[config.mk]
export PLATFORM = sky130hd
export DESIGN_NAME = fft_bin_sequencer_flat
export DESIGN_NICKNAME = d
export VERILOG_FILES = /design/src/rtl/fft_bin_sequencer_if.sv /design/src/rtl/fft_bin_sequencer.sv /design/src/flat_wrapper.sv
export SDC_FILE = /design/constraint.sdc
export NUM_CORES = 1
export LEC_CHECK = 0
export CORE_UTILIZATION = 55
export CTS_BUF_LIST = sky130_fd_sc_hd__clkbuf_2
export DETAILED_ROUTE_END_ITERATION = 7
export PLACE_DENSITY = 0.88
export SYNTH_ARGS = -nofsm -noshare
export SYNTH_HDL_FRONTEND = slang
export SYNTH_SLANG_ARGS = --single-unit
[constraint.sdc]
create_clock -name clk -period 15.1 [get_ports clk]
set_input_delay 1.51 -clock clk [delete_from_list [all_inputs] [get_ports clk]]
set_output_delay 1.51 -clock clk [all_outputs]
set_load 0.01 [all_outputs]
[src/rtl/fft_bin_sequencer_if.sv]
// Bundle of the FFT-side, RAM-side and result-side signals of the post-FFT
// bin sequencer.
//   master : the sequencer (drives RAM address/data/we, fft_ready, results)
//   slave  : the environment (FFT core, I/Q RAMs, result consumer)
// Signals:
//   fft_out_data/Iout/Qout/fft_ready          FFT sample stream
//   ram_addr/ram_we/ram_wdata_*/ram_rdata_*   shared I/Q buffer RAM port
//   pdb_ack/AC_component/DC_component/ac_bin/
//   new_comp_DV/pdb_done/overrun               result hand-off and status
interface fft_bin_sequencer_if #(
  parameter int ADDR_W = 11
);
  logic                     fft_out_data;
  logic signed [23:0]       Iout;
  logic signed [23:0]       Qout;
  logic                     fft_ready;
  logic [ADDR_W-1:0]        ram_addr;
  logic                     ram_we;
  logic [23:0]              ram_wdata_i;
  logic [23:0]              ram_wdata_q;
  logic [23:0]              ram_rdata_i;
  logic [23:0]              ram_rdata_q;
  logic                     pdb_ack;
  logic [21:0]              AC_component;
  logic [21:0]              DC_component;
  logic [ADDR_W-1:0]        ac_bin;
  logic                     new_comp_DV;
  logic                     pdb_done;
  logic                     overrun;

  modport master (
    input  fft_out_data, Iout, Qout, ram_rdata_i, ram_rdata_q, pdb_ack,
    output fft_ready, ram_addr, ram_we, ram_wdata_i, ram_wdata_q,
           AC_component, DC_component, ac_bin, new_comp_DV, pdb_done, overrun
  );

  modport slave (
    output fft_out_data, Iout, Qout, ram_rdata_i, ram_rdata_q, pdb_ack,
    input  fft_ready, ram_addr, ram_we, ram_wdata_i, ram_wdata_q,
           AC_component, DC_component, ac_bin, new_comp_DV, pdb_done, overrun
  );
endinterface

[src/rtl/fft_bin_sequencer.sv]
// Post-FFT buffer controller. Captures one frame of N_POINTS I/Q bins into
// the shared I and Q RAMs, then reuses the same RAM port to read bins
// 0..AC_HI_BIN back, forms |I|+|Q| (saturated to 22 bits) per bin, keeps the
// bin-0 magnitude as DC and the strongest bin in AC_LO_BIN..AC_HI_BIN as AC,
// and publishes both with a one-cycle new_comp_DV pulse. The result is held
// (pdb_done) until pdb_ack.
// Ports:
//   clk      rising-edge clock
//   reset_n  synchronous reset, active HIGH despite the name
//   bus      fft_bin_sequencer_if.master (FFT stream, RAM port, results)
// ram_we/ram_addr/ram_wdata_* are combinational; all other outputs are
// registered.
module fft_bin_sequencer #(
  parameter int N_POINTS  = 2048,
  parameter int ADDR_W    = 11,
  parameter int AC_LO_BIN = 1,
  parameter int AC_HI_BIN = 1023,
  parameter int RD_LAT    = 1
) (
  input  logic                 clk,
  input  logic                 reset_n,
  fft_bin_sequencer_if.master  bus
);

  // One extra bit so the read cycle counter can run past the last address
  // while the final RD_LAT returns drain.
  localparam int CNT_W = ADDR_W + 1;

  localparam logic [ADDR_W-1:0] LAST_WR     = ADDR_W'(N_POINTS - 1);
  localparam logic [CNT_W-1:0]  LAST_ISSUE  = CNT_W'(AC_HI_BIN);
  localparam logic [CNT_W-1:0]  LAST_SAMPLE = CNT_W'(AC_HI_BIN + RD_LAT);
  localparam logic [CNT_W-1:0]  LAT         = CNT_W'(RD_LAT);
  localparam logic [CNT_W-1:0]  LO_BIN      = CNT_W'(AC_LO_BIN);
  localparam logic [CNT_W-1:0]  HI_BIN      = CNT_W'(AC_HI_BIN);
  localparam logic [ADDR_W-1:0] LO_BIN_A    = ADDR_W'(AC_LO_BIN);

  typedef enum logic [2:0] {
    IDLE,
    CAPTURE,
    READ,
    FINISH,
    HOLD
  } state_t;

  state_t              state;
  logic [ADDR_W-1:0]   wr_cnt;
  logic [CNT_W-1:0]    rd_cyc;
  logic [21:0]         max_mag;
  logic [ADDR_W-1:0]   max_bin;
  logic [21:0]         dc_mag;

  logic                fft_ready_r;
  logic [21:0]         ac_r;
  logic [21:0]         dc_r;
  logic [ADDR_W-1:0]   ac_bin_r;
  logic                dv_r;
  logic                done_r;
  logic                overrun_r;

  logic                accept;
  logic                sample_en;
  logic [CNT_W-1:0]    samp_bin;
  logic [23:0]         abs_i;
  logic [23:0]         abs_q;
  logic [24:0]         mag_sum;
  logic [21:0]         mag_sat;
  logic [ADDR_W-1:0]   addr_mux;

  always_comb begin
    accept    = bus.fft_out_data && fft_ready_r &&
                ((state == IDLE) || (state == CAPTURE));
    // rd_cyc counts READ cycles; the return for address k lands RD_LAT
    // cycles after it was issued, so the bin being sampled trails rd_cyc.
    sample_en = (state == READ) && (rd_cyc >= LAT);
    samp_bin  = rd_cyc - LAT;

    abs_i   = bus.ram_rdata_i[23] ? (~bus.ram_rdata_i + 24'd1) : bus.ram_rdata_i;
    abs_q   = bus.ram_rdata_q[23] ? (~bus.ram_rdata_q + 24'd1) : bus.ram_rdata_q;
    mag_sum = {1'b0, abs_i} + {1'b0, abs_q};
    mag_sat = (|mag_sum[24:22]) ? '1 : mag_sum[21:0];

    addr_mux = wr_cnt;
    if (state == READ) begin
      addr_mux = (rd_cyc <= LAST_ISSUE) ? rd_cyc[ADDR_W-1:0] : LAST_ISSUE[ADDR_W-1:0];
    end
  end

  assign bus.ram_we       = accept;
  assign bus.ram_addr     = addr_mux;
  assign bus.ram_wdata_i  = bus.Iout;
  assign bus.ram_wdata_q  = bus.Qout;

  assign bus.fft_ready    = fft_ready_r;
  assign bus.AC_component = ac_r;
  assign bus.DC_component = dc_r;
  assign bus.ac_bin       = ac_bin_r;
  assign bus.new_comp_DV  = dv_r;
  assign bus.pdb_done     = done_r;
  assign bus.overrun      = overrun_r;

  always_ff @(posedge clk) begin
    if (reset_n) begin
      state       <= IDLE;
      wr_cnt      <= '0;
      rd_cyc      <= '0;
      max_mag     <= '0;
      max_bin     <= LO_BIN_A;
      dc_mag      <= '0;
      fft_ready_r <= 1'b1;
      ac_r        <= '0;
      dc_r        <= '0;
      ac_bin_r    <= '0;
      dv_r        <= 1'b0;
      done_r      <= 1'b0;
      overrun_r   <= 1'b0;
    end else begin
      dv_r <= 1'b0;
      if (bus.fft_out_data && !fft_ready_r) begin
        overrun_r <= 1'b1;
      end

      case (state)
        IDLE, CAPTURE: begin
          if (accept) begin
            wr_cnt <= wr_cnt + 1'b1;
            state  <= CAPTURE;
            if (wr_cnt == LAST_WR) begin
              // Frame complete: arm the read-back scan with fresh extrema.
              state       <= READ;
              fft_ready_r <= 1'b0;
              wr_cnt      <= '0;
              rd_cyc      <= '0;
              max_mag     <= '0;
              max_bin     <= LO_BIN_A;
              dc_mag      <= '0;
            end
          end
        end

        READ: begin
          rd_cyc <= rd_cyc + 1'b1;
          if (sample_en) begin
            if (samp_bin == '0) begin
              dc_mag <= mag_sat;
            end
            // Strict compare: on ties the earlier (lower) bin is kept.
            if ((samp_bin >= LO_BIN) && (samp_bin <= HI_BIN) && (mag_sat > max_mag)) begin
              max_mag <= mag_sat;
              max_bin <= samp_bin[ADDR_W-1:0];
            end
          end
          if (rd_cyc == LAST_SAMPLE) begin
            state <= FINISH;
          end
        end

        FINISH: begin
          ac_r     <= max_mag;
          dc_r     <= dc_mag;
          ac_bin_r <= max_bin;
          dv_r     <= 1'b1;
          done_r   <= 1'b1;
          state    <= HOLD;
        end

        HOLD: begin
          if (bus.pdb_ack) begin
            done_r      <= 1'b0;
            fft_ready_r <= 1'b1;
            state       <= IDLE;
          end
        end

        default: state <= IDLE;
      endcase
    end
  end

endmodule
[src/flat_wrapper.sv]
// flat-port wrapper written by rule: the top's interface ports become plain ports
module fft_bin_sequencer_flat 
#(
  parameter int N_POINTS  = 2048,
  parameter int ADDR_W    = 11,
  parameter int AC_LO_BIN = 1,
  parameter int AC_HI_BIN = 1023,
  parameter int RD_LAT    = 1
)
  (clk, reset_n, bus_fft_out_data, bus_Iout, bus_Qout, bus_ram_rdata_i, bus_ram_rdata_q, bus_pdb_ack, bus_fft_ready, bus_ram_addr, bus_ram_we, bus_ram_wdata_i, bus_ram_wdata_q, bus_AC_component, bus_DC_component, bus_ac_bin, bus_new_comp_DV, bus_pdb_done, bus_overrun);
  fft_bin_sequencer_if #(.ADDR_W(ADDR_W)) bus_i ();
  input  logic clk;
  input  logic reset_n;
  input wire logic [$bits(bus_i.fft_out_data)-1:0] bus_fft_out_data;
  input wire logic [$bits(bus_i.Iout)-1:0] bus_Iout;
  input wire logic [$bits(bus_i.Qout)-1:0] bus_Qout;
  input wire logic [$bits(bus_i.ram_rdata_i)-1:0] bus_ram_rdata_i;
  input wire logic [$bits(bus_i.ram_rdata_q)-1:0] bus_ram_rdata_q;
  input wire logic [$bits(bus_i.pdb_ack)-1:0] bus_pdb_ack;
  output wire logic [$bits(bus_i.fft_ready)-1:0] bus_fft_ready;
  output wire logic [$bits(bus_i.ram_addr)-1:0] bus_ram_addr;
  output wire logic [$bits(bus_i.ram_we)-1:0] bus_ram_we;
  output wire logic [$bits(bus_i.ram_wdata_i)-1:0] bus_ram_wdata_i;
  output wire logic [$bits(bus_i.ram_wdata_q)-1:0] bus_ram_wdata_q;
  output wire logic [$bits(bus_i.AC_component)-1:0] bus_AC_component;
  output wire logic [$bits(bus_i.DC_component)-1:0] bus_DC_component;
  output wire logic [$bits(bus_i.ac_bin)-1:0] bus_ac_bin;
  output wire logic [$bits(bus_i.new_comp_DV)-1:0] bus_new_comp_DV;
  output wire logic [$bits(bus_i.pdb_done)-1:0] bus_pdb_done;
  output wire logic [$bits(bus_i.overrun)-1:0] bus_overrun;
  assign bus_i.fft_out_data = bus_fft_out_data;
  assign bus_i.Iout = bus_Iout;
  assign bus_i.Qout = bus_Qout;
  assign bus_i.ram_rdata_i = bus_ram_rdata_i;
  assign bus_i.ram_rdata_q = bus_ram_rdata_q;
  assign bus_i.pdb_ack = bus_pdb_ack;
  assign bus_fft_ready = bus_i.fft_ready;
  assign bus_ram_addr = bus_i.ram_addr;
  assign bus_ram_we = bus_i.ram_we;
  assign bus_ram_wdata_i = bus_i.ram_wdata_i;
  assign bus_ram_wdata_q = bus_i.ram_wdata_q;
  assign bus_AC_component = bus_i.AC_component;
  assign bus_DC_component = bus_i.DC_component;
  assign bus_ac_bin = bus_i.ac_bin;
  assign bus_new_comp_DV = bus_i.new_comp_DV;
  assign bus_pdb_done = bus_i.pdb_done;
  assign bus_overrun = bus_i.overrun;
  fft_bin_sequencer #(.N_POINTS(N_POINTS), .ADDR_W(ADDR_W), .AC_LO_BIN(AC_LO_BIN), .AC_HI_BIN(AC_HI_BIN), .RD_LAT(RD_LAT)) u_core (.clk(clk), .reset_n(reset_n), .bus(bus_i));
endmodule
=== Word level (Yosys, flattened, before mapping) ===
Cells that the tools add are included.

* Equal/unequal tests: 13
* $add $sub $neg: 6
* Magnitude comparators: 5
* Reductions and logical operators: 22
* Muxes and demuxes: 34
* Bitwise operators: 2

{| class="wikitable"
|+ Operators by type and width
! operator !! number
|-
| 22-bit 2-to-1 mux || 7
|-
| 22-bit one-hot mux with 2 select lines || 2
|-
| 11-bit 2-to-1 mux || 7
|-
| 24-bit by 1-bit adder with 24-bit output, second input constant || 2
|-
| 24-bit 2-to-1 mux || 2
|-
| 24-bit inverter || 2
|-
| 24-bit by 24-bit adder with 25-bit output || 1
|-
| 12-bit by 1-bit >= comparator with 1-bit output, second input constant || 2
|-
| 12-bit by 10-bit less-or-equal comparator with 1-bit output, second input constant || 2
|-
| 12-bit 2-to-1 mux || 2
|-
| 12-bit one-hot mux with 2 select lines || 1
|-
| 22-bit > comparator || 1
|-
| 11-bit one-hot mux with 2 select lines || 1
|-
| 12-bit by 1-bit adder with 12-bit output, second input constant || 1
|-
| 12-bit by 11-bit == test with 1-bit output, second input constant || 1
|-
| 12-bit logical NOT || 1
|-
| 3-bit one-hot mux with 4 select lines || 1
|-
| 12-bit by 1-bit subtractor with 12-bit output, second input constant || 1
|-
| 11-bit by 1-bit adder with 11-bit output, second input constant || 1
|-
| 11-bit == test, second input constant || 1
|-
| 2-bit != test, second input constant || 5
|-
| 5-bit AND reduction || 2
|-
| 3-bit 2-to-1 mux || 3
|-
| 3-bit by 2-bit == test with 1-bit output, second input constant || 2
|-
| other kinds (16) || 31
|}

* Input bits: 100
* Output and inout bits: 119
* Flip-flop bits (word level): 140

=== Longest topological paths before layout ===
Gate-level depths: netlist of run 1.

* Depth after elaboration: 11
* Depth in mapped cells: 27

=== Least setup slack after synthesis of run 1 ===
Ideal clock, no wire load.

* Kind: input -> register
* Start: input bus_ram_rdata_q[1]
* End: register u_core.max_mag[10]
* Path buffers: 4
* Required time: 14.983 ns
* Stages: 26
* Slack: 7.752 ns
* Setup time: 0.117 ns
* Arrival time: 7.231 ns
* Cell sequence: inv_1 > ha_1 > or3b_2 > or3_1 > nand2b_1 > or3_1 > o41ai_1 > xnor2_1 > ha_1 > buf_2 > a31o_2 > o21ai_0 > o21a_1 > a221o_1 > buf_2 > buf_1 > nand4_1 > ha_1 > nand4_1 > nor4_1 > o31ai_1 > a41oi_1 > o21ai_1 > nor2b_1 > buf_2 > a22o_1

* Word-level cells in the longest chain between the ends: 10
* Elaborated cells on any way between the ends: 13
* Classes of those cells: add/sub (2); order compare (1); eq/ne (1); mux (5); bitwise (1); reduce/logical (3)

{| class="wikitable"
|+ RTL lines
! item !! line !! source
|-
| start: declaration || flat_wrapper.sv:18 || <nowiki>input wire logic [$bits(bus_i.ram_rdata_q)-1:0] bus_ram_rdata_q;</nowiki>
|-
| 24-bit inverter || fft_bin_sequencer.sv:78 || <nowiki>abs_q = bus.ram_rdata_q[23] ? (~bus.ram_rdata_q + 24'd1) : bus.ram_rdata_q;</nowiki>
|-
| 24-bit by 1-bit adder with 24-bit output || fft_bin_sequencer.sv:78 ||
|-
| 24-bit 2-to-1 mux * || fft_bin_sequencer.sv:78 ||
|-
| 24-bit by 24-bit adder with 25-bit output * || fft_bin_sequencer.sv:79 || <nowiki>mag_sum = {1'b0, abs_i} + {1'b0, abs_q};</nowiki>
|-
| 3-bit OR reduction || fft_bin_sequencer.sv:80 || <nowiki>mag_sat = (|mag_sum[24:22]) ? '1 : mag_sum[21:0];</nowiki>
|-
| 22-bit 2-to-1 mux * || fft_bin_sequencer.sv:80 ||
|-
| 22-bit > comparator || fft_bin_sequencer.sv:147 || <nowiki>if ((samp_bin >= LO_BIN) && (samp_bin <= HI_BIN) && (mag_sat > max_mag)) begin</nowiki>
|-
| 1-bit logical AND || fft_bin_sequencer.sv:147 ||
|-
| 2-bit != test (no line) || - ||
|-
| 5-bit AND reduction (no line) || - ||
|-
| end signal: assignment || fft_bin_sequencer.sv:148 || <nowiki>max_mag <= mag_sat;</nowiki>
|-
| end: declaration || fft_bin_sequencer.sv:48 || <nowiki>logic [21:0] max_mag;</nowiki>
|}

Every way passes the cells marked *; elsewhere a longest branch is shown, timed or not. The select of a mux whose other input is x is not followed.
A chain may end at the register's enable or synchronous reset.

=== Worst setup path in the final report of run 1 ===
* Start: input bus_ram_rdata_q[0]
* End: register u_core.max_mag[18]

Same word-level chain as after synthesis.

==> impl_metrics.env, run 1 <==
export IMPL_start_util_pct=57.1
export IMPL_relSlewSlack_pct=24.4
export IMPL_cts_tree="done"
export IMPL_detail_route_iter0_violations=661
export IMPL_cts_max_path_buffers=2
export IMPL_ir_drop_mv=0.0450
export IMPL_cpMostUsedCell="ha_1"
export IMPL_start_kind="input pin"
export IMPL_netSwitchingPower_mw=0.273
export IMPL_synthTopCellsByArea="dfxtp_1 (32%), ha_1 (7.8%), nand2_1 (7.6%)"
export IMPL_postSynthAreaPerCell_um2=7.99
export IMPL_hold_class="reg2reg"
export IMPL_met1_usage_pct=31.6
export IMPL_grt_max_degree=85
export IMPL_postSynthCellCount=1102
export IMPL_r2r_slack_ns=11.45
export IMPL_grt_pass1_vias=7045
export IMPL_r2r_start="u_core.rd_cyc[0]$_SDFFE_PP0P_"
export IMPL_async_flop_share_pct=0
export IMPL_antenna_found_initial=1
export IMPL_grtUsageTotal_pct=24.7
export IMPL_hold_path_depth=2
export IMPL_grt_use_met2_pct=41.4
export IMPL_drv_cap=0
export IMPL_maxSlewViolCount=0
export IMPL_die_w_um=129
export IMPL_crit_fanout=23
export IMPL_swShare_pct=32.9
export IMPL_worstMarginPinSlew_ns=1.13
export IMPL_nNetsFinal=1297
export IMPL_finalClockSkew_ns=0.0257
export IMPL_synth_cell_types=73
export IMPL_postCtsHoldBufs=0
export IMPL_leakagePower_nw=3.58
export IMPL_setup_violations=0
export IMPL_power_frac_comb_pct=27.6
export IMPL_hold_end="u_core.bus.ac_bin[9]$_SDFFE_PP0P_"
export IMPL_routed_wl_um=20100
export IMPL_die_y_um=129
export IMPL_ys_ff_latch=140
export IMPL_busiest_layer="met2"
export IMPL_ios=219
export IMPL_end_kind="flip-flop"
export IMPL_max_freq_mhz=117
export IMPL_setup_tns_final_ns=0
export IMPL_rsz0062_at_grt="no"
export IMPL_rows=45
export IMPL_hp_start="u_core.max_bin[9]$_SDFFE_PP0P_"
export IMPL_clk_pin_slew_ns=0.20
export IMPL_fin_crit_sh_pct=56.5
export IMPL_vias_per_cell=5.72
export IMPL_ys_seq_area_share_pct=31.8
export IMPL_critPathMaxStageDelay_ns=0.64
export IMPL_cts_buffers=17
export IMPL_cts_root_buf="clkbuf_2"
export IMPL_powerDensity_nw_per_um2=83.2
export IMPL_grtUsageMet3_pct=4.07
export IMPL_intPower_mw=0.556
export IMPL_htreeDepth=4
export IMPL_crit_type="in2reg"
export IMPL_io_buffers=122
export IMPL_area_growth_pct=13.1
export IMPL_drc_errors=0
export IMPL_grt_pass1_wl_um=33000
export IMPL_clock_sinks=140
export IMPL_wl_per_cell_um=14.7
export IMPL_post_cts_resized=0
export IMPL_whs_ns=0.463
export IMPL_drive_above_1_share_pct=5.11
export IMPL_synth_edf_count=0
export IMPL_hpwlAfterDp_um=15400
export IMPL_drt_pass1_iterations=6
export IMPL_worstPathRequired_ns=15.71
export IMPL_yosysWarnings=0
export IMPL_period_minus_slack_ns=8.53
export IMPL_worstPathArrival_ns=9.13
export IMPL_die_area_um2=16500
export IMPL_yosys_area_top_type="dfxtp_1"
export IMPL_synthFlopType="dfxtp_1"
export IMPL_grt_overflow=0
export IMPL_worstRegToRegCells=10
export IMPL_core_area_um2=15400
export IMPL_seqPwrFrac_pct=44.9
export IMPL_hold_viol=0
export IMPL_status="finished clean"
export IMPL_clk_latency_ns=0.69
export IMPL_netlist_area_leader_share_pct=31.8
export IMPL_place_gp_congestion=0.950
export IMPL_postCtsSetupBuffers=0
export IMPL_power_clock_fraction_pct=27.5
export IMPL_drtAntennaViolNets=0
export IMPL_vias=7813
export IMPL_netlist_area_um2=8810
export IMPL_synth_nets=1258
export IMPL_reg2reg_to="u_core.max_mag[17]$_SDFFE_PP0P_"
export IMPL_slowest_stage="nor4_1"
-- registers in the layout (all words and copies together) (netlist names) --
signal and count:
u_core.bus.overrun 1, u_core.max_bin 11, u_core.bus.fft_ready 1, u_core.rd_cyc 12, u_core.wr_cnt 11, u_core.bus.new_comp_DV 1
u_core.state 3, u_core.bus.DC_component 22, u_core.dc_mag 22, u_core.bus.AC_component 22, u_core.max_mag 22, u_core.bus.ac_bin 11
u_core.bus.pdb_done 1
-- final cells by class --
cell class                      count  area [um2]
Inverter                           47         176
Multi-Input combinational cell    810        5220
Clock buffer                       18        90.1
Tap cell                          211         264
Timing Repair Buffer              125        1240
Sequential cell                   140        2800
Fill cell                        1357        5470
Antenna cell                        1        2.50
Clock inverter                     14         170
-- placed cells by master, fill, tap and decap left out, drive strengths merged, types with 7 or more instances in the layout --
master	n
o21ai	44
or2	7
nand3	18
clkdlybuf4s50	121
nor2	64
inv	49
a21o	14
nand4	36
a21oi	107
or3	12
clkbuf	18
nor3	12
o41ai	8
nand2	178
dfxtp	140
and2	9
a22o	33
ha	55
o211ai	9
nand2b	9
xor2	27
nor4	10
o31ai	16
a31oi	9
xnor2	57
-- Yosys cell counts, types with 3 or more instances --
library cell and n:
a211oi_1 6, a21o_1 14, a21oi_1 106, a22o_1 33
a22oi_1 3, a31oi_1 9, and2_1 9, and3_1 4
and4_1 5, buf_2 13, buf_4 50, buf_6 3
clkbuf_1 37, dfxtp_1 140, ha_1 55, inv_1 46
mux2i_1 6, nand2_1 178, nand2b_1 9, nand3_1 18
nand4_1 36, nor2_1 64, nor2b_1 4, nor3_1 11
nor3b_1 3, nor4_1 7, o211ai_1 8, o21a_1 5
o21ai_0 38, o21ai_1 6, o2bb2ai_1 5, o31ai_1 14
o41ai_1 8, or2_2 5, or3_1 12, or4_1 4
xnor2_1 57, xor2_1 27
-- logic make-up (layout without fill, tap and decap cells) --
logic type               count (synthesis)  count (layout)  synth area share [%]
adder cells (fa/ha/maj)                 56              56                  8.04
flip-flops                             140             140                  31.8
multiplexers                             7               7                 0.810
XOR/XNOR                                84              84                  8.35
other                                    0               1                     0
AND/OR/NAND/NOR                        387             387                  21.5
AO/OA/AOI/OAI                          276             276                  20.5
buffers and inverters                  152             204                  9.06
-- critical path: cells and delay by family --
family	cells	cell delay, ns
and+or+nand+nor	9	3.09
AOI/OAI and AO/OA	9	2.52
buffers and inverters	4	0.88
adders and majority gates	3	0.84
muxes	1	0.23
xor gates and xnor gates	1	0.09
-- layer usage --
metal | wire [um] | vias up | share of wire (%)
li1 | - | 3934 | -
met1 | 8990 | 3576 | 45
met2 | 9500 | 264 | 47
met3 | 1160 | 39 | 5.8
met4 | 487 | 0 | 2.4
met5 | 0 | - | 0
-- per-stage QoR --
step	worst slack, ns	area, um2	std cells	util (%)	power (mW)
2_1_floorplan	7.75	8810	1102	-	0.557
3_3_place_gp	6.08	9700	1333	62.9	0.600
3_5_place_dp	5.94	9700	1333	62.9	0.605
4_1_cts	6.66	9960	1365	64.5	0.832
5_1_grt	5.93	9960	1366	64.6	0.874
6_report	6.57	9960	1366	64.6	0.828
-- power by group through the flow --
stage | Clock, mW | Sequential, mW | Combinational (mW)
finish | 0.228 | 0.372 | 0.229
floorplan | 0 | 0.379 | 0.178
global placement | 0 | 0.379 | 0.221
CTS | 0.233 | 0.372 | 0.227
detailed placement | 0 | 0.379 | 0.226
global route | 0.248 | 0.372 | 0.254
-- worst max-delay path by stage --
stage | slack (ns) | startpoint | depth (start not counted) | endpoint
final | 6.57 | bus_ram_rdata_q[0] | 27 | u_core.max_mag[18]$_SDFFE_PP0P_
after global routing | 5.93 | bus_ram_rdata_q[0] | 27 | u_core.max_mag[18]$_SDFFE_PP0P_
after CTS | 6.66 | bus_ram_rdata_q[0] | 27 | u_core.max_mag[18]$_SDFFE_PP0P_
after detailed placement | 5.94 | bus_ram_rdata_q[0] | 27 | u_core.max_mag[18]$_SDFFE_PP0P_
after global placement | 6.08 | bus_ram_rdata_q[0] | 27 | u_core.max_mag[18]$_SDFFE_PP0P_
after floorplan | 7.75 | bus_ram_rdata_q[1] | 26 | u_core.max_mag[10]$_SDFFE_PP0P_
Note: power is estimated with default switching activity, not from simulation.
==> run 2: changes to the inputs <==
CORE_UTILIZATION = 52   (was 55)
PLACE_DENSITY = 0.84   (was 0.88)
clock period = 7.9 ns   (was 15.1 ns; I/O delays follow)
==> run 2 against run 1 <==
Hold slack got worse by 0.0049 ns. First-iteration DRC count decreased by 12%. Combinational power is 95% higher. Largest power group unchanged. Core utilization shrank 4.3 points. Via count increased by 0.54%. Flip-flop and latch count stayed put. Power rose by 87%. Clock power rose by 73%. Die area grew 5.7%.
==> impl_metrics.env, run 2 (same netlist as run 1, synthesis figures left out) <==
export IMPL_routed_wl_um=20700
export IMPL_grtUsageTotal_pct=23.6
export IMPL_drv_cap=0
export IMPL_nNetsFinal=1305
export IMPL_cts_buffers=17
export IMPL_worstPathArrival_ns=7.71
export IMPL_fin_crit_sh_pct=90.1
export IMPL_final_cell_mix="nand2_1 (178), dfxtp_1 (140), clkdlybuf4s50_1 (121)"
export IMPL_die_w_um=132
export IMPL_cts_root_buf="clkbuf_2"
export IMPL_place_inst=1350
export IMPL_ios=219
export IMPL_postCtsHoldBufs=0
export IMPL_relSlewSlack_pct=21.6
export IMPL_vias_per_cell=5.69
export IMPL_grt_overflow=0
export IMPL_drive_above_1_share_pct=5.52
export IMPL_clock_sinks=140
export IMPL_worstMarginPinSlew_ns=1.17
export IMPL_crit_type="in2reg"
export IMPL_post_place_ws_ns=0.209
export IMPL_cts_max_path_buffers=2
export IMPL_final_core_util_pct=60.3
export IMPL_wl_per_cell_um=15.0
export IMPL_die_area_um2=17500
export IMPL_vias=7855
export IMPL_setup_violations=0
export IMPL_grt_pass1_wl_um=34100
export IMPL_max_freq_mhz=140
export IMPL_drc_errors=0
export IMPL_rsz0062_at_grt="no"
export IMPL_core_area_um2=16600
export IMPL_whs_ns=0.458
export IMPL_end_kind="flip-flop"
export IMPL_place_gp_congestion=0.932
export IMPL_hpwlAfterDp_um=15700
export IMPL_hold_viol=0
export IMPL_instances_no_fill=1381
export IMPL_grt_pass1_vias=7093
export IMPL_worstPathRequired_ns=8.49
export IMPL_drt_pass1_iterations=5
export IMPL_detail_route_iter0_violations=580
export IMPL_start_kind="input pin"
export IMPL_post_cts_resized=0
export IMPL_maxSlewViolCount=0
export IMPL_antenna_found_initial=1
export IMPL_cts_tree="done"
export IMPL_final_common_cell="nand2_1"
export IMPL_clk_pin_slew_ns=0.20
export IMPL_period_minus_slack_ns=7.12
export IMPL_setup_ws_ns=0.783
export IMPL_rows=47
export IMPL_postCtsSetupBuffers=0
export IMPL_ir_drop_mv=0.0697
export IMPL_die_y_um=132
export IMPL_start_util_pct=53.1
export IMPL_nFillCells=1556
export IMPL_powerDensity_nw_per_um2=155
export IMPL_clk_latency_ns=0.68
export IMPL_leakagePower_nw=3.62
export IMPL_grt_max_degree=85
export IMPL_status="finished clean"
export IMPL_hold_class="reg2reg"
export IMPL_area_growth_pct=13.5
export IMPL_io_buffers=122
export IMPL_finalClockSkew_ns=0.0299
export IMPL_htreeDepth=4
export IMPL_crit_fanout=19
export IMPL_setup_tns_final_ns=0
export IMPL_drtAntennaViolNets=0
-- run 2: path summary, 6_finish.rpt --
check / from / to / slack (ns) / cells past startpoint
worst min register to register: u_core.max_bin[6]$_SDFFE_PP0P_ / u_core.bus.ac_bin[6]$_SDFFE_PP0P_ / 0.46 / 2
worst max-delay path: bus_ram_rdata_q[0] / u_core.max_mag[18]$_SDFFE_PP0P_ / 0.78 / 27
worst min-delay path: u_core.max_bin[6]$_SDFFE_PP0P_ / u_core.bus.ac_bin[6]$_SDFFE_PP0P_ / 0.46 / 2
worst max register to register: u_core.rd_cyc[1]$_SDFFE_PP0P_ / u_core.dc_mag[18]$_SDFFE_PP0P_ / 4.35 / 9
-- run 2: worst max-delay path, stage by stage --
cell and delay (ns):
clkdlybuf4s50_1 0.44, inv_1 0.07, ha_1 0.16, or3b_2 0.45, or3_1 0.35, nand2b_1 0.21
or3_1 0.41, nand2b_1 0.17, o21ai_0 0.20, xnor2_1 0.09, ha_1 0.37, a21o_1 0.20
a21o_1 0.18, a221oi_1 0.34, o31ai_1 0.18, mux2_2 0.51, and4_1 0.30, inv_1 0.05
ha_1 0.28, nand4_1 0.17, nor4_1 0.44, o31ai_1 0.18, a41oi_1 0.27, o21ai_1 0.12
nor2b_1 0.20, buf_12 0.22, a221o_1 0.34
-- run 2: layout make-up --
class | instances | area, um2 | area share (%)
multi-input combinational | 810 | 5220 | 52.2
antenna | 1 | 2.50 | 0.0250
inverter | 47 | 176 | 1.76
clock inverter | 12 | 124 | 1.24
tap | 220 | 275 | 2.75
sequential | 140 | 2800 | 28.0
timing repair buffer | 133 | 1310 | 13.1
clock buffer | 18 | 90.1 | 0.901
-- run 2: power breakdown --
group          switching (mW)  leakage (nW)  internal (mW)  total (mW)
clock                   0.253         0.131          0.141       0.394
sequential            0.00168          1.13          0.708       0.710
combinational           0.262          2.36          0.184       0.446
-- run 2: stage by stage --
step / area, um2 / power [mW]
2_1_floorplan: 8810 / 1.06
3_3_place_gp: 9780 / 1.16
3_5_place_dp: 9780 / 1.16
4_1_cts: 10000 / 1.55
5_1_grt: 10000 / 1.64
6_report: 10000 / 1.55
-- run 2: routing by layer --
metal  part of all wire [%]  up-vias  global-route usage, %
met1                     47     3630                   31.8
met4                    1.8        0                   7.04
met5                      0        -                      0
met2                     47      251                   38.4
li1                       -     3942                      -
met3                    4.9       32                   4.11
==> patch, RTL diff (flow settings as in run 2) <==
`ADDR_W` is set to 11 in 3 places; all go to 12.
--- a/src/rtl/fft_bin_sequencer_if.sv
+++ b/src/rtl/fft_bin_sequencer_if.sv
@@ -9,5 +9,5 @@
 //   new_comp_DV/pdb_done/overrun               result hand-off and status
 interface fft_bin_sequencer_if #(
-  parameter int ADDR_W = 11
+  parameter int ADDR_W = 12
 );
   logic                     fft_out_data;
--- a/src/rtl/fft_bin_sequencer.sv
+++ b/src/rtl/fft_bin_sequencer.sv
@@ -13,5 +13,5 @@
 module fft_bin_sequencer #(
   parameter int N_POINTS  = 2048,
-  parameter int ADDR_W    = 11,
+  parameter int ADDR_W    = 12,
   parameter int AC_LO_BIN = 1,
   parameter int AC_HI_BIN = 1023,
--- a/src/flat_wrapper.sv
+++ b/src/flat_wrapper.sv
@@ -3,5 +3,5 @@
 #(
   parameter int N_POINTS  = 2048,
-  parameter int ADDR_W    = 11,
+  parameter int ADDR_W    = 12,
   parameter int AC_LO_BIN = 1,
   parameter int AC_HI_BIN = 1023,
Ports: changed (resized bus_ac_bin and bus_ram_addr); port bits go from 219 to 221. No check against the original RTL was run, so the function may have changed too.
==> patch against run 2 <==
Final area up 2.4%. Sequential cell count up 4. Maximum frequency down 5.2%. Routed wire length up 5.1%. Area after synthesis up 2.8%. Worst setup slack worse by 0.39 ns. Hold slack better by 0.0080 ns. Non-clock buffer count up 6. Global-route usage up 0.52 points. Total power up 4.9%. Largest power group unchanged.
==> patch: results (changes against run 2) <==
| Metric | Value |
|---|---|
| Port-buffer cells | 124 (was 122) |
| Slew headroom | 0.348 (was 0.216) |
| Hpwl dp | 16.4 mm (was 15.7 mm) |
| Crit-path max FO | 16 (was 19) |
| Hold path startpoint | u_core.bus.DC_component[13] (was u_core.max_bin[6]) |
| Register-to-Register Path Depth | 7 (was 9) |
| Dpl cell area | 10000 um2 (was 9780 um2) |
| Share of cells above drive strength 1 | 0.0584 (was 0.0552) |
| Wire per inst | 15.5 um (was 15.0 um) |
| Grt met2 use | 0.383 (was 0.384) |
| Post-synthesis sequential area ratio | 0.318 (about the same) |
| Met1 Track Usage GR | 0.331 (was 0.318) |
| Clock slew at reported path FFs | 0.18 ns (was 0.20 ns) |
| Vias per inst | 5.77 (was 5.69) |
| Vias in the first global route | 7306 (was 7093) |
| Global Route met3 Usage | 0.0431 (was 0.0411) |
| Crit path DAT | 8.05 ns (was 7.71 ns) |
| IR drop worst, VDD | 0.0772 mV (was 0.0697 mV) |
| Distinct cells, synth | 75 (was 73) |
| Crit path launch | bus_ram_rdata_i[2] (was bus_ram_rdata_q[0]) |
| Int Power | 1.07 mW (was 1.03 mW) |
| Worst clock skew | 0.0252 ns (was 0.0299 ns) |
| Crit-path max cell delay | 0.47 ns (was 0.51 ns) |
| RD Place Congestion | 0.900 (was 0.932) |
| Tcrit/Tclk final | 0.950 (was 0.901) |
| Starting DRT DRC Count | 521 (was 580) |
| Reg2reg setup slack | 4.34 ns (was 4.35 ns) |
| Status | completed (unchanged) |
| Critical Path Sink | u_core.max_bin[4] (was u_core.max_mag[18]) |
| Critical Path Slowest Stage Cell | clkdlybuf4s50_1 (was mux2_2) |
| Dpl ws | -0.207 ns (was 0.209 ns) |
## patch: how the worst min path moves through the flow
stage | to | slack (ns) | cells past startpoint
5_1_grt | u_core.bus.ac_bin[0] | 0.48 | 2
6_report | u_core.bus.DC_component[13] | 0.47 | 2
3_5_place_dp | u_core.bus.DC_component[17] | 0.45 | 2
3_3_place_gp | u_core.bus.DC_component[8] | 0.44 | 2
4_1_cts | u_core.bus.ac_bin[0] | 0.46 | 2
2_1_floorplan | u_core.bus.ac_bin[10] | 0.43 | 2
## patch: power by group through the flow
stage	Sequential, mW	Combinational, mW	Clock [mW]
final	0.731	0.504	0.390
after global routing	0.732	0.560	0.428
after CTS	0.731	0.498	0.394
after detailed placement	0.745	0.495	0
after global placement	0.745	0.485	0
after floorplan	0.745	0.373	0
## patch: kinds of logic (layout without fill, tap and decap cells)
kind of cell	after synthesis	count (layout)	share of synthesized area
xor gates and xnor gates	77	77	0.0745
and+or+nand+nor	393	393	0.210
adders and majority gates	55	55	0.0768
muxes	10	10	0.0116
buffers and inverters	154	212	0.0928
other	0	1	0
DFF	144	144	0.318
AOI/OAI and AO/OA	290	290	0.216
## patch: worst reg2reg max path, stage by stage (launching register included)
cell and delay [ns]:
dfxtp_1 0.54, or4_1 0.65, or3_4 0.44, mux2_4 0.28, o41ai_4 0.35, and4_1 0.27
and3_1 0.73, a22o_1 0.25
## patch: through the flow
step | instances | util
after CTS | 1401 | 0.608
after global placement | 1372 | 0.596
after detailed placement | 1372 | 0.596
after floorplan | 1123 | -
after global routing | 1402 | 0.608
final | 1402 | 0.608
## patch: routing by layer
metal  wire length, um  vias up
met4               369        0
met2              9760      275
li1                  -     4021
met5                 0        -
met1             10400     3752
met3              1200       38
## patch: area by class of cell
type                            instances  share of cell area
Clock inverter                         12              0.0119
Tap cell                              220              0.0269
Antenna cell                            1            0.000245
Sequential cell                       144               0.282
Inverter                               44              0.0161
Clock buffer                           17             0.00831
Timing Repair Buffer                  139               0.133
Multi-Input combinational cell        825               0.522
